<file path="src/rtl/timer_a_counter.sv">
// Timer_A counter core: clock-source select, two-stage prescaler, TAR counter with
// stop/up/continuous/up-down modes, and the TAIFG overflow flag.
module timer_a_counter #(
  parameter int TAR_W = 16
) (
  input  logic             MCLK,
  input  logic             reset,
  input  logic [1:0]       TASSEL,
  input  logic             TACLKen,
  input  logic             ACLKen,
  input  logic             SMCLKen,
  input  logic             INCLKen,
  input  logic [1:0]       ID,
  input  logic [2:0]       TAIDEX,
  input  logic [1:0]       MC,
  input  logic             TACLR,
  input  logic [TAR_W-1:0] TAxCCR0,
  input  logic             TARwrite,
  input  logic [TAR_W-1:0] TARin,
  input  logic             TAIFGclr,
  input  logic             TAIFGwr,
  input  logic             TAIFGwdata,
  output logic [TAR_W-1:0] TAR,
  output logic             TAdir,
  output logic             TAcount,
  output logic             wTAIFG
);

  localparam logic [1:0] MC_STOP = 2'b00;
  localparam logic [1:0] MC_UP   = 2'b01;
  localparam logic [1:0] MC_CONT = 2'b10;
  localparam logic [1:0] MC_UPDN = 2'b11;

  logic [TAR_W-1:0] r_tar;
  logic             r_dir;
  logic             r_count;
  logic             r_ifg;
  logic [2:0]       r_div1;
  logic [2:0]       r_div2;

  logic             w_tick;
  logic             w_adv;
  logic [2:0]       w_div1Lim;
  logic             w_div1Emit;
  logic             w_event;
  logic [TAR_W-1:0] w_tarInc;
  logic [TAR_W-1:0] w_tarDec;
  logic             w_goDown;
  logic [TAR_W-1:0] w_nextTar;
  logic             w_nextDir;
  logic             w_setIfg;
  logic             w_counted;
  logic             w_hwSet;

  always_comb begin
    w_tick = TACLKen;
    case (TASSEL)
      2'b00:   w_tick = TACLKen;
      2'b01:   w_tick = ACLKen;
      2'b10:   w_tick = SMCLKen;
      default: w_tick = INCLKen;
    endcase
  end

  always_comb begin
    w_div1Lim = 3'd0;
    case (ID)
      2'b00:   w_div1Lim = 3'd0;
      2'b01:   w_div1Lim = 3'd1;
      2'b10:   w_div1Lim = 3'd3;
      default: w_div1Lim = 3'd7;
    endcase
  end

  // Terminal counts use >= so a divider lowered mid-count still wraps cleanly.
  assign w_adv      = w_tick && (MC != MC_STOP);
  assign w_div1Emit = w_adv && (r_div1 >= w_div1Lim);
  assign w_event    = w_div1Emit && (r_div2 >= TAIDEX);

  always_ff @(posedge MCLK or posedge reset) begin
    if (reset) begin
      r_div1 <= 3'd0;
      r_div2 <= 3'd0;
    end else if (TACLR) begin
      r_div1 <= 3'd0;
      r_div2 <= 3'd0;
    end else if (w_adv) begin
      r_div1 <= (r_div1 >= w_div1Lim) ? 3'd0 : r_div1 + 3'd1;
      if (w_div1Emit)
        r_div2 <= (r_div2 >= TAIDEX) ? 3'd0 : r_div2 + 3'd1;
    end
  end

  assign w_tarInc = r_tar + TAR_W'(1);
  assign w_tarDec = r_tar - TAR_W'(1);
  // Up/down descends while flagged down (until 0) or when already at/above the period.
  assign w_goDown = r_dir ? (r_tar != '0) : (r_tar >= TAxCCR0);

  always_comb begin
    w_nextTar = r_tar;
    w_nextDir = r_dir;
    w_setIfg  = 1'b0;
    w_counted = 1'b0;
    if (w_event) begin
      w_counted = 1'b1;
      case (MC)
        MC_UP: begin
          w_nextDir = 1'b0;
          if (TAxCCR0 == '0) begin
            w_nextTar = '0;
            w_counted = 1'b0;
          end else if (r_tar >= TAxCCR0) begin
            w_nextTar = '0;
            w_setIfg  = 1'b1;
          end else begin
            w_nextTar = w_tarInc;
          end
        end
        MC_CONT: begin
          w_nextDir = 1'b0;
          w_nextTar = w_tarInc;
          w_setIfg  = &r_tar;
        end
        MC_UPDN: begin
          if (TAxCCR0 == '0) begin
            w_nextTar = '0;
            w_nextDir = 1'b0;
            w_counted = 1'b0;
          end else if (w_goDown) begin
            w_nextTar = w_tarDec;
            w_nextDir = (r_tar != TAR_W'(1));
            w_setIfg  = (r_tar == TAR_W'(1));
          end else begin
            w_nextTar = w_tarInc;
            w_nextDir = (w_tarInc == TAxCCR0);
          end
        end
        default: w_counted = 1'b0;
      endcase
    end
  end

  always_ff @(posedge MCLK or posedge reset) begin
    if (reset) begin
      r_tar   <= '0;
      r_dir   <= 1'b0;
      r_count <= 1'b0;
    end else begin
      r_count <= 1'b0;
      if (TACLR) begin
        r_tar <= '0;
        r_dir <= 1'b0;
      end else if (TARwrite) begin
        r_tar <= TARin;
      end else begin
        r_tar   <= w_nextTar;
        r_dir   <= w_nextDir;
        r_count <= w_counted;
      end
    end
  end

  // A count event pre-empted by TACLR or a TAR write cannot raise the flag.
  assign w_hwSet = w_setIfg && !TACLR && !TARwrite;

  always_ff @(posedge MCLK or posedge reset) begin
    if (reset)
      r_ifg <= 1'b0;
    else if (w_hwSet)
      r_ifg <= 1'b1;
    else if (TAIFGwr)
      r_ifg <= TAIFGwdata;
    else if (TAIFGclr)
      r_ifg <= 1'b0;
  end

  assign TAR     = r_tar;
  assign TAdir   = r_dir;
  assign TAcount = r_count;
  assign wTAIFG  = r_ifg;

endmodule

</file>
<file path="config.mk">
export PLATFORM = sky130hd
export DESIGN_NAME = timer_a_counter
export DESIGN_NICKNAME = d
export VERILOG_FILES = /design/src/rtl/timer_a_counter.sv
export SDC_FILE = /design/constraint.sdc
export NUM_CORES = 1
export LEC_CHECK = 0
export BUFFER_PORTS_ARGS = -buffer_cell sky130_fd_sc_hd__buf_2
export CAP_MARGIN = 10
export CORE_MARGIN = 2
export CORE_UTILIZATION = 30
export CTS_CLUSTER_SIZE = 10
export DETAILED_ROUTE_END_ITERATION = 12
export SLEW_MARGIN = 20
export SYNTH_ARGS = -nofsm -noshare
export SYNTH_HDL_FRONTEND = slang
export SYNTH_SLANG_ARGS = --single-unit
</file>
<file path="constraint.sdc">
create_clock -name MCLK -period 2.85 [get_ports MCLK]
set_input_delay 0.855 -clock MCLK [delete_from_list [all_inputs] [get_ports MCLK]]
set_output_delay 0.855 -clock MCLK [all_outputs]
set_load 0.03 [all_outputs]
</file>
==> Word level (Yosys, flattened, before mapping) <==
Index checks and enable logic that the tools add are counted.
W data, S select, Z words.
{ "totals": {"input_bits": 52, "ff_bits": 25} }
{ "op_classes": {"add_sub_neg": 4, "n_reduce_logical": 25, "n_eq_ne": 11, "n_mux": 38, "magnitude_cmp": 3} }
{ "op_table": {"columns": ["cell", "n"], "rows": [
  ["$mux W16", 7],
  ["$pmux W16 S3", 1],
  ["$mux W3", 7],
  ["$mux W1", 18],
  ["$add A16 B1 Y16 const B", 1],
  ["$eq A16 B1 Y1 const B", 1],
  ["$eq A16 B16 Y1", 1],
  ["$ge A16 B16 Y1", 1],
  ["$logic_not A16 Y1", 1],
  ["$ne A16 B1 Y1 const B", 1],
  ["$reduce_and A16 Y1", 1],
  ["$reduce_bool A16 Y1", 1],
  ["$sub A16 B1 Y16 const B", 1],
  ["$pmux W3 S3", 1],
  ["$reduce_bool A3 Y1", 3],
  ["$eq A2 B2 Y1 const B", 4],
  ["$reduce_bool A2 Y1", 4],
  ["$add A3 B1 Y3 const B", 2],
  ["$eq A2 B1 Y1 const B", 3],
  ["$ge A3 B3 Y1", 2],
  ["$pmux W1 S3", 2],
  ["$logic_and A1 B1 Y1", 5],
  ["$reduce_bool A5 Y1", 1],
  ["$logic_not A2 Y1", 2],
  ["other kinds (6)", 10]
]} }

==> Longest topological paths before layout <==
{ "logic_depth": {"depth_word": 9, "mapped_depth": 12, "mapped_depth_nobuf": 10} }

==> Worst setup path before layout <==
No wires, ideal clock.
{ "synth_path": {"path_type": "input to register", "startpoint": "input port ID[1]", "endpoint": "register r_dir, in the netlist TAdir", "arrival_time_ns": 2.949, "path_stages": 11, "t_required_ns": 2.758, "slack_ns": -0.190, "setup_time_ns": 0.092, "path_cell_list": "or2_2 ha_1 nand2b_1 a21o_1 a21oi_1 or4_4 buf_6 buf_6 nor4_2 nand3_1 o31ai_2"} }
{ "synth_between": {"elab_chain_cells": 7, "word_cells_on_any_way": 9} }
{ "synth_lines": {"columns": ["item", "line", "text"], "rows": [
  ["start, declared", "13", "input logic [1:0] ID,"],
  ["$eq A2 B2 Y1, or another cell as far along", "67", "case (ID)"],
  ["$pmux W3 S3 *", "67", null],
  ["$ge A3 B3 Y1 *", "77", "assign w_div1Emit = w_adv && (r_div1 >= w_div1Lim);"],
  ["$logic_and A1 B1 Y1 *", "77", null],
  ["$logic_and A1 B1 Y1 *", "78", "assign w_event = w_div1Emit && (r_div2 >= TAIDEX);"],
  ["$reduce_bool A2 Y1 (no line) *", null, null],
  ["$reduce_and A3 Y1 (no line) *", null, null],
  ["end signal, assigned", "157", "r_dir <= w_nextDir;"],
  ["end, declared", "35", "logic r_dir;"]
]} }
Mark *: on every way between the ends. The rest lies on a longest branch, timed or not.
A chain may end at the register's enable or synchronous reset.

==> Worst setup path in the final report <==
{ "layout_path": {"startpoint": "input port TAxCCR0[14]", "endpoint": "register r_tar[14], in the netlist TAR[14]"} }
{ "layout_between": {"elab_chain_cells": 8, "word_cells_on_any_way": 11} }
{ "layout_lines": {"columns": ["item", "line", "text"], "rows": [
  ["start, declared", "17", "input logic [TAR_W-1:0] TAxCCR0,"],
  ["$ge A16 B16 Y1", "97, 112", null],
  ["$mux W1", "97", "assign w_goDown = r_dir ? (r_tar != '0) : (r_tar >= TAxCCR0);"],
  ["$mux W16", "129", "end else if (w_goDown) begin"],
  ["$mux W16", "125", "if (TAxCCR0 == '0) begin"],
  ["$pmux W16 S3 *", "106", "case (MC)"],
  ["$mux W16 *", "104", "if (w_event) begin"],
  ["$mux W16 *", "153", "end else if (TARwrite) begin"],
  ["$mux W16 *", "150", "if (TACLR) begin"],
  ["end signal, assigned", "154", "r_tar <= TARin;"],
  ["end signal, assigned", "156", "r_tar <= w_nextTar;"],
  ["end, declared", "34", "logic [TAR_W-1:0] r_tar;"]
]} }
Mark *: on every way between the ends. The rest lies on a longest branch, timed or not. The select of a mux whose other input is x is not followed.

==> run metrics <==
largest net degree at the start of global routing=28; synthesized area=0.00358 sq mm; Post-layout nets=683; type of the most critical hold path=flip-flop to flip-flop; IR drop worst, VDD=between 0.00015 and 0.0002 V; crit path DAT=3.11 ns; Longest Clk Path Bufs=2; DP Wirelength=about 11 mm; unrepaired setup endpoints after global routing=true; effective utilization at floorplan=31.1%; via count=approximately 4.2k; number of library cell types mapped by synthesis=70; worst slew pin tran=0.524 ns; syn avg cell area=roughly 7.8 sq um; Synth async-reset ratio=between 90% and 100%; final hold viol count=0; clock slew at reported path FFs=0.08 ns; DP Area=0.00477 sq mm; RR Endpoint=TAR[14]$_DFFE_PP0P_; # H-tree levels=1; Startpoint Class=input port; cell taking the most area after synthesis=dfrtp_1; final setup margin=-0.0501 ns; synth cell count leaders=inv_1, nor2_1, ha_1; antenna viol nets, final=0; Syn Nets=547; first-pass GRT wire length=21.6 mm; kind of critical path=input port to flip-flop; Leak=2.37 nW; global route hottest layer=met2; relative slew slack=64.9%; reg2reg start=TAR[14]$_DFFE_PP0P_; worst setup path start=TAxCCR0[14]; reg2reg setup slack=about 0.14 ns; CP Capture Type=flip-flop; Crit Path Max Fanout=7; Skew-Pair Late Insertion Delay=0.27 ns; initial antenna violation count=0; sequential share of the synthesized area=about 17%; Worst EP required=3.06 ns; GR Overflow Total=0; number of synthesized flops with an enable pin=0; Placement Setup Slack=-0.461 ns; Main synth FF type=dfrtp_1; top post-synthesis cells by area=dfrtp_1, ha_1, xnor2_1, inv_1, nor2_1; Tot GR Track Use=21.3%; Hold EP=r_div2[1]$_DFFE_PP0P_; full die area=0.0128 sq mm; fmax=345 MHz; HP Start=r_div2[1]$_DFFE_PP0P_; Worst Hold Depth=2; design area=0.00513 sq mm; Worst Clk Skew=0.0102 ns; Post-CTS Hold Fix Bufs=0; WL/cell=between 15 and 20 microns; final wirelength=14.0 mm; final period utilization=102%; count leader, synth=inv_1; met2 usage=35.4%; TritonCTS Buffers=3; maxcap violations=0; FILL cells=about 1.2k; IO Count=71; gpl congestion=0.947; CTS Sinks=25; row cnt=39; status=finished with violations; CTS root buf=clkbuf_16; Core Footprint=around 0.012 sq mm; CTS tree=built; initial DRC count=410; pins over their slew limit=0; Layout area overhead=43.1%; post-synth top area share=17.5%; Port Buffer Count=70; worst-case reg-to-reg path depth=9; P per Cell Area=294 mW/mm^2; Die X=113 microns; met3 usage=3.00%; FF+latch count, synth=25; DRC viols=0; DIE HEIGHT=between 100 and 150 microns; met1 Use GR=29.3%; violated checks=negative setup slack; vias in the first global route=3978; layout cell share with drive strength beyond 1=39.9%; minimum clock period=roughly 2.9 ns; ant diodes=0; routed vias/inst=5.69; Final Setup Violations=1; Post-Synthesis Cells=462; drt first pass iters=5; Syn. warnings=0
[how the worst max path moves through the flow]
stage                                      to  slack (ns)  cells after the start
final                     TAR[14]$_DFFE_PP0P_       -0.05                     11
after global routing      TAR[14]$_DFFE_PP0P_       -0.13                     11
after CTS                 TAR[14]$_DFFE_PP0P_       0.001                     11
after detailed placement   TAR[5]$_DFFE_PP0P_       -0.46                     11
after global placement    TAR[14]$_DFFE_PP0P_       -0.38                     11
after floorplan           TAR[13]$_DFFE_PP0P_       -0.11                     11
[registers in the layout, summed over array words and instances, names as in the netlist]
signal,count
r_div2,3
TAcount,1
r_div1,3
TAdir,1
wTAIFG,1
TAR,16
[metal layers]
metal,up-vias,wire length [microns]
li1,1973,-
met1,2015,6040
met2,208,6580
met3,17,1190
met4,0,174
met5,-,0
[power breakdown]
group | leakage, nW | switching (mW) | total (mW) | internal, mW
Combinational | 2.00 | 0.431 | 0.766 | 0.336
Clock | 0.0371 | 0.158 | 0.350 | 0.192
Sequential | 0.336 | 0.0208 | 0.394 | 0.374
Total | 2.37 | 0.609 | 1.51 | 0.901
[what timing repair did]
action	in CTS	in global routing
pin swaps	8	17
setup buffers	3	4
gates resized for setup	8	45
setup endpoints to repair	16	14
[kinds of logic after synthesis]
| kind of cell | share of synthesized area, % |
|---|---|
| buffers and inverters | 8.24 |
| xor gates and xnor gates | 9.04 |
| DFF | 17.5 |
| adders and majority gates | 11.5 |
| and+or+nand+nor | 27.4 |
| muxes | 2.06 |
| AOI/OAI and AO/OA | 24.3 |
[metrics by stage]
step	instances	hold WS [ns]	power (mW)	utilization (%)	TNS (ns)
6_report	740	0.574	1.51	44.5	-0.0501
3_3_place_gp	729	0.545	1.09	41.4	-5.51
5_1_grt	740	0.608	1.59	44.5	-0.574
4_1_cts	736	0.576	1.46	42.6	0
3_5_place_dp	729	0.562	1.10	41.4	-6.54
2_1_floorplan	462	0.510	0.815	-	-0.383
[critical path, stage by stage]
cell and delay (ns):
buf_12 0.11, inv_12 0.04, ha_4 0.18, nand4_1 0.21, nor3_4 0.09, a2111oi_4 0.34, nand3_2 0.20, o21a_4 0.31
mux2i_2 0.16, or4b_1 0.52, nand3_1 0.08
[cell usage in the layout, fill, tap and decap left out, types with 10 or more instances in the layout]
cell      n
nor2_1   34
buf_6    10
nor4_1   11
dfrtp_1  25
xnor2_1  25
nor3_1   20
nand4_1  10
nand2_1  25
nand3_1  16
buf_4    87
a21oi_1  19
buf_2    63
xor2_1   12
inv_1    31
ha_4     10
ha_1     23
[area by class of cell]
class | count | area (sq um) | area share, %
Clock buffer | 3 | 75.1 | 1.46
Inverter | 38 | 175 | 3.41
Timing Repair Buffer | 161 | 1100 | 21.5
Tap cell | 143 | 179 | 3.49
Multi-Input combinational cell | 369 | 2970 | 57.8
Clock inverter | 1 | 7.51 | 0.146
Sequential cell | 25 | 626 | 12.2
No activity file was read; power rests on OpenSTA's default activity.
